`src/rtl/serial_word_rx.sv`:
```
// serial_word_rx
//   Serial-to-parallel word receiver. Consumes one bit per sys_clk from the
//   upstream delay line, frames words as
//     start(1) | DATA_W data bits, LSB first | [even parity] | stop(0)
//   and presents each good word on a valid/ready output register.
//
//   Build option: define PARITY_CHK_EN to include the even-parity bit and
//   its check. Without it the parity bit is absent from the frame and
//   parity_err is constant 0.
//
// Parameters
//   DATA_W      data bits per frame (2..32)
// Ports
//   sys_clk     clock
//   sys_rst_n   asynchronous active-low reset
//   din         serial bit stream, idle level 0
//   dout_ready  consumer accepts dout when high while dout_valid is high
//   dout        received word, bit 0 = first data bit received
//   dout_valid  dout holds an unaccepted word
//   frame_err   one-cycle pulse: stop bit was 1, word dropped
//   parity_err  one-cycle pulse: parity mismatch, word dropped
//   overrun     one-cycle pulse: good word dropped, output register full
//
// state  | meaning
// -------+-----------------------------------------------------------
// IDLE   | waiting for a start bit (din = 1)
// DATA   | sampling data bit bit_cnt into the shift register
// PARITY | sampling the even-parity bit (PARITY_CHK_EN builds only)
// STOP   | sampling the stop bit; deliver or drop the word

module serial_word_rx #(
  parameter int DATA_W = 8
) (
  input  logic              sys_clk,
  input  logic              sys_rst_n,
  input  logic              din,
  input  logic              dout_ready,
  output logic [DATA_W-1:0] dout,
  output logic              dout_valid,
  output logic              frame_err,
  output logic              parity_err,
  output logic              overrun
);

  localparam int CNT_W = $clog2(DATA_W);
  localparam logic [CNT_W-1:0] LAST_BIT = CNT_W'(DATA_W - 1);

`ifdef PARITY_CHK_EN
  typedef enum logic [1:0] {
    S_IDLE   = 2'd0,
    S_DATA   = 2'd1,
    S_PARITY = 2'd2,
    S_STOP   = 2'd3
  } state_t;
`else
  typedef enum logic [1:0] {
    S_IDLE   = 2'd0,
    S_DATA   = 2'd1,
    S_STOP   = 2'd3
  } state_t;
`endif

  state_t            state, state_nxt;
  logic [CNT_W-1:0]  bit_cnt;
  logic [DATA_W-1:0] shreg;
  logic              par_flag;

  logic cnt_clr;
  logic shift_en;
  logic deliver;
  logic frame_bad;
  logic parity_bad;
  logic accept;

`ifdef PARITY_CHK_EN
  logic par_load;
`endif

  // ---------------------------------------------------------------------
  // FSM state register
  // ---------------------------------------------------------------------
  always_ff @(posedge sys_clk or negedge sys_rst_n) begin
    if (!sys_rst_n) begin
      state <= S_IDLE;
    end else begin
      state <= state_nxt;
    end
  end

  // ---------------------------------------------------------------------
  // FSM next state and control strobes
  // ---------------------------------------------------------------------
  always_comb begin
    state_nxt  = state;
    cnt_clr    = 1'b0;
    shift_en   = 1'b0;
    deliver    = 1'b0;
    frame_bad  = 1'b0;
    parity_bad = 1'b0;
`ifdef PARITY_CHK_EN
    par_load   = 1'b0;
`endif
    case (state)
      S_IDLE: begin
        if (din) begin
          state_nxt = S_DATA;
          cnt_clr   = 1'b1;
        end
      end
      S_DATA: begin
        shift_en = 1'b1;
        if (bit_cnt == LAST_BIT) begin
`ifdef PARITY_CHK_EN
          state_nxt = S_PARITY;
`else
          state_nxt = S_STOP;
`endif
        end
      end
`ifdef PARITY_CHK_EN
      S_PARITY: begin
        par_load  = 1'b1;
        state_nxt = S_STOP;
      end
`endif
      S_STOP: begin
        // A 1 here is the (bad) stop bit, never a new start bit.
        state_nxt = S_IDLE;
        if (din) begin
          frame_bad = 1'b1;
        end else if (par_flag) begin
          parity_bad = 1'b1;
        end else begin
          deliver = 1'b1;
        end
      end
      default: begin
        state_nxt = S_IDLE;
      end
    endcase
  end

  // ---------------------------------------------------------------------
  // Bit counter and shift register
  // ---------------------------------------------------------------------
  always_ff @(posedge sys_clk or negedge sys_rst_n) begin
    if (!sys_rst_n) begin
      bit_cnt <= '0;
      shreg   <= '0;
    end else if (cnt_clr) begin
      bit_cnt <= '0;
      shreg   <= '0;
    end else if (shift_en) begin
      shreg[bit_cnt] <= din;
      bit_cnt        <= bit_cnt + CNT_W'(1);
    end
  end

  // ---------------------------------------------------------------------
  // Parity mismatch flag: set when data bits XOR parity bit is odd.
  // ---------------------------------------------------------------------
`ifdef PARITY_CHK_EN
  always_ff @(posedge sys_clk or negedge sys_rst_n) begin
    if (!sys_rst_n) begin
      par_flag <= 1'b0;
    end else if (par_load) begin
      par_flag <= din ^ (^shreg);
    end
  end
`else
  assign par_flag = 1'b0;
`endif

  // ---------------------------------------------------------------------
  // Output register and status pulses
  // ---------------------------------------------------------------------
  assign accept = dout_valid & dout_ready;

  always_ff @(posedge sys_clk or negedge sys_rst_n) begin
    if (!sys_rst_n) begin
      dout       <= '0;
      dout_valid <= 1'b0;
      frame_err  <= 1'b0;
      parity_err <= 1'b0;
      overrun    <= 1'b0;
    end else begin
      frame_err  <= frame_bad;
      parity_err <= parity_bad;
      overrun    <= 1'b0;
      if (deliver && (!dout_valid || accept)) begin
        dout       <= shreg;
        dout_valid <= 1'b1;
      end else if (deliver) begin
        // Held word is kept; the newer one is lost.
        overrun <= 1'b1;
      end else if (accept) begin
        dout_valid <= 1'b0;
      end
    end
  end

endmodule

```
`config.mk`:
```
export PLATFORM = sky130hd
export DESIGN_NAME = serial_word_rx
export DESIGN_NICKNAME = d
export VERILOG_FILES = /design/src/rtl/serial_word_rx.sv
export SDC_FILE = /design/constraint.sdc
export NUM_CORES = 1
export LEC_CHECK = 0
export CORE_MARGIN = 2
export CORE_UTILIZATION = 40
export DETAILED_ROUTE_END_ITERATION = 10
export GPL_TIMING_DRIVEN = 0
export SETUP_SLACK_MARGIN = 0.02
export SLEW_MARGIN = 30
export SYNTH_ARGS = -nofsm -noshare
export SYNTH_HDL_FRONTEND = slang
export SYNTH_SLANG_ARGS = --single-unit
```
`constraint.sdc`:
```
create_clock -name sys_clk -period 3.2 [get_ports sys_clk]
set_clock_uncertainty 0.1 [all_clocks]
set_input_delay 0.48 -clock sys_clk [delete_from_list [all_inputs] [get_ports sys_clk]]
set_output_delay 0.48 -clock sys_clk [all_outputs]
set_load 0.01 [all_outputs]
```
After elaboration in Yosys (flattened, before gate mapping)
Cells that the tools add are included.

RAM bits: 0. Bits in latches: 0. Output and inout bits: 12. Bits of input ports: 4. Memory bits (read-only): 0. Memories: 0. Flip-flop bits (word level): 24.

Reductions and logical operators: 9. Muxes and demuxes: 21. $mul: 0. Div/mod/pow operators: 0. Equality and inequality tests: 6. Bitwise logic cells: 1. Shifts and indexed selects: 0. $add $sub $neg: 1. Order comparisons: 2.

Operators with widths (count): 8-bit 2-to-1 mux (2); 1-bit 2-to-1 mux (12); 8-bit bitwise mux (1); 3-bit 2-to-1 mux (2); 3-bit by 4-bit less-than comparator with 1-bit output, second input constant (1); 2-bit 2-to-1 mux (2); 2-bit inequality test, second input constant (2); 2-bit one-hot mux with 2 select lines (1); 2-bit AND reduction (2); 2-bit nonzero test (2); 3-bit by 1-bit adder with 3-bit output, second input constant (1); 1-bit demux with 3-bit select (1); 3-bit == test, second input constant (1); 3-bit by 1-bit greater-or-equal comparator with 1-bit output, second input constant (1); 2-bit by 1-bit == test with 1-bit output, second input constant (1); 2-bit == test, second input constant (1); 1-bit logical AND (2); 2-bit logical NOT (1); 2-bit by 1-bit inequality test with 1-bit output, second input constant (1); 1-bit AND (1); 1-bit logical NOT (1); 1-bit logical OR (1).

Logic depth before layout (Yosys ltp)
Depth after elaboration: 7. Depth in mapped cells: 4.

Least setup slack after synthesis
OpenSTA, ideal clock, no wires.

Kind: in2reg. From: input port din. To: register dout[0]. Stages: 4. Setup time: 125 ps. Arrival: 1246 ps. Data required time: 2975 ps. Path slack: 1729 ps. Cell sequence: nand3b_1 nor2b_1 buf_6 mux2_4.

Longest elaborated chain between the ends: 3.

Ends and longest elaborated chain: start, declared (line 36) `input logic din,`; 1-bit 2-to-1 mux (line 129) `if (din) begin`; 1-bit 2-to-1 mux (line 103) `case (state)`; 1-bit logical AND (line 190) `if (deliver && (!dout_valid || accept)) begin`; end signal, assigned (line 191) `dout <= shreg;`; end, declared (line 38) `output logic [DATA_W-1:0] dout,`.

Every way passes these cells. A chain may end at the register's enable or synchronous reset.

Worst setup path after layout
From: register dout[5]. To: output port dout[5].

No word-level cell between the ends.

==> flow_summary_export.csv <==
group,metric,value,unit
sta,fmax,553,MHz
clock_network,cts_num_sinks,24,
yosys,synth_common_cells,"dfrtp_1, nand2_1, mux2_4",
sta,setup_violations,0,
worst_setup_path,timing.rr.end,"dout[2]",
worst_hold_path,min_path_type,"in -> async",
floorplan,chipHeight,56.5,um
clock_network,cts_tree,"done",
worst_setup_path,critPathMaxFanout,2,
clock_network,cts_resized,0,
clock_network,clk_pin_slew,0.13,ns
yosys,syn_nets,94,
run,max_cap_violations,0,
clock_network,clk_latency,0.31,ns
worst_setup_path,rrSetupSlack,1.76,ns
yosys,postSynthAreaPerCell,12.5,um2
routing,wl_per_cell,12.6,um
clock_network,ctsHoldBuffers,0,
routing,drt-pass1-iter-count,4,
cells_and_area,nets,113,
placement,numPortBuffers,14,
placement,dpl-instance-area,1280,um2
sta,hold_violations,0,
floorplan,num_rows,19,
sta,tightestPinTransition,0.521,ns
power_and_ir_drop,p_sw_share,32.0,%
power_and_ir_drop,power_frac_clock,16.9,%
worst_setup_path,cp_top_family,"buffers and inverters",
worst_setup_path,path_cells,"clkdlybuf4s50_1",
yosys,ys_ff_latch,24,
routing,wirelength,1730,um
yosys,yosys.cell_count.top_type,"dfrtp_1",
yosys,synth_edf_count,0,
clock_network,clockBufferDepth,2,
clock_network,htreeDepth,1,
yosys,async_flop_share,100,%
outcome,status,"finished clean",
routing,drt-initial-drc-count,16,
global_route,grt_max_degree,25,
cells_and_area,areaGrowthSynthToFinish,20.5,%
sta,finalSetupTns,0,ns
yosys,ys.flop_type,"dfrtp_1",
global_route,track_usage,12.6,%
clock_network,cts_buffers,3,
worst_setup_path,slowest_delay,0.54,ns
worst_setup_path,critPathKind,"reg -> out",
global_route,grt_pass1_vias,663,
routing,antenna_violating_nets_post_route,0,
worst_setup_path,end_kind,"output pin",
sta,rsz0062_at_grt,"false",
worst_setup_path,start_kind,"flip-flop",
placement,dp_hpwl,1270,um
sta,finalCritPeriodShare,56.5,%
floorplan,io_pins,16,
power_and_ir_drop,p_sw,406,uW
global_route,grt-ovfl-total,0,
yosys,synth.top_cells.by_area,"dfrtp_1, mux2_4, nand2_1",
worst_setup_path,critPathBufInv,1,
clock_network,postCtsSetupBuffers,0,
power_and_ir_drop,power.total,1270,uW
yosys,yosysTopAreaCell,"dfrtp_1",
sta,fin_crit,1.81,ns
cells_and_area,drive_above_1_share,17.9,%
floorplan,die_w,56.5,um
worst_setup_path,reg2reg_from,"state[1]",
worst_setup_path,cp.arrival,1.23,ns
floorplan,start_util,41.1,%
routing,vias,690,
sta,drv_slew,0,
routing,drc,0,
worst_setup_path,r2r_cells,4,
floorplan,die_area,3200,um2
worst_setup_path,crit_cells,1,
clock_network,cts_root_buf,"clkbuf_4",
power_and_ir_drop,p_per_area,956,nW/um2
placement,gp_congestion,0.734,
floorplan,core_area,2690,um2
yosys,synth_top_area_share,54.4,%
yosys,synth_cells,88,
yosys,synth.distinct_cells,30,
global_route,antenna_found_initial,0,
power_and_ir_drop,p_leak,0.000622,uW
power_and_ir_drop,p_comb_share,43.5,%
sta,slew_headroom,65.3,%
worst_setup_path,crit_required,2.62,ns
cells_and_area,final_area,1330,um2
global_route,grt_pass1_wl,3080,um
yosys,netlist_area,1100,um2
worst_setup_path,crit_path_top_delay_cell,"clkdlybuf4s50_1",
routing,vias_per_cell,5.04,
power_and_ir_drop,internal-power,865,uW
power_and_ir_drop,vdd_ir_drop_max,441,uV
yosys,yosysSeqAreaShare,54.4,%
yosys,synth_warnings,0,
cells_and_area,diodes,0,
power_and_ir_drop,pwr-share-seq,39.6,%
==> layout by cell type, fill, tap and decap left out, types with 3 or more instances in the layout <==
| cell type | instances |
|---|---|
| nand2_1 | 11 |
| and3b_1 | 3 |
| clkbuf_1 | 3 |
| clkdlybuf4s50_1 | 13 |
| dfrtp_1 | 24 |
| mux2_4 | 8 |
| clkbuf_4 | 3 |
| mux2i_1 | 4 |
| a22oi_1 | 4 |
| o21ai_0 | 5 |
==> flip-flops by register name, summed over array words and instances (netlist names) <==
name / cells
dout: 8
shreg: 8
bit_cnt: 3
frame_err: 1
overrun: 1
state: 2
dout_valid: 1
==> worst max-delay path by stage <==
stage | startpoint | to | slack [ns]
finish | dout[5] | dout[5] | 1.39
global route | dout[0] | dout[0] | 1.33
CTS | dout[5] | dout[5] | 1.37
detailed placement | din | dout[2] | 1.08
global placement | din | dout[2] | 1.10
floorplan | din | dout[0] | 1.73
==> kinds of logic (layout without fill, tap and decap cells) <==
group	after synthesis	in the layout	synth area share, %
compound gates	12	12	7.60
fa+ha+maj	2	2	2.27
simple gates	30	30	16.6
other cells	1	1	0.340
flops	24	24	54.4
buf+inv	7	25	4.31
mux	12	12	14.5
==> through the flow <==
step                hold WS (ns)  worst slack, ns  cells  util [%]
global route              0.0434             1.33    137      49.5
floorplan                 0.0844             1.73     88         -
CTS                       0.0391             1.37    137      49.5
global placement           0.393             1.10    133      47.7
detailed placement         0.395             1.08    133      47.6
finish                    0.0217             1.39    137      49.5
==> power groups by stage <==
stage,registers (uW),clock network (uW),logic [uW]
CTS,505,222,563
global placement,503,0,553
floorplan,517,0,374
finish,503,215,554
global route,521,235,621
detailed placement,512,0,562
==> area by class of cell <==
cell class | instances | area, um2
inverters | 1 | 3.75
fillers | 252 | 1360
multi-input cells | 57 | 455
clock inverters | 1 | 30.0
clock buffers | 3 | 22.5
well taps | 31 | 38.8
repair buffers | 14 | 135
plain buffers | 6 | 43.8
flip-flops and latches | 24 | 601
==> routing by layer <==
metal	up-vias	global-route usage, %	part of all wire [%]
li1	344	-	-
met1	335	17.6	49
met2	9	18.4	47
met3	2	2.76	3.1
met4	0	6.12	1.0
met5	-	0	0
No activity file was read; power rests on OpenSTA's default activity.
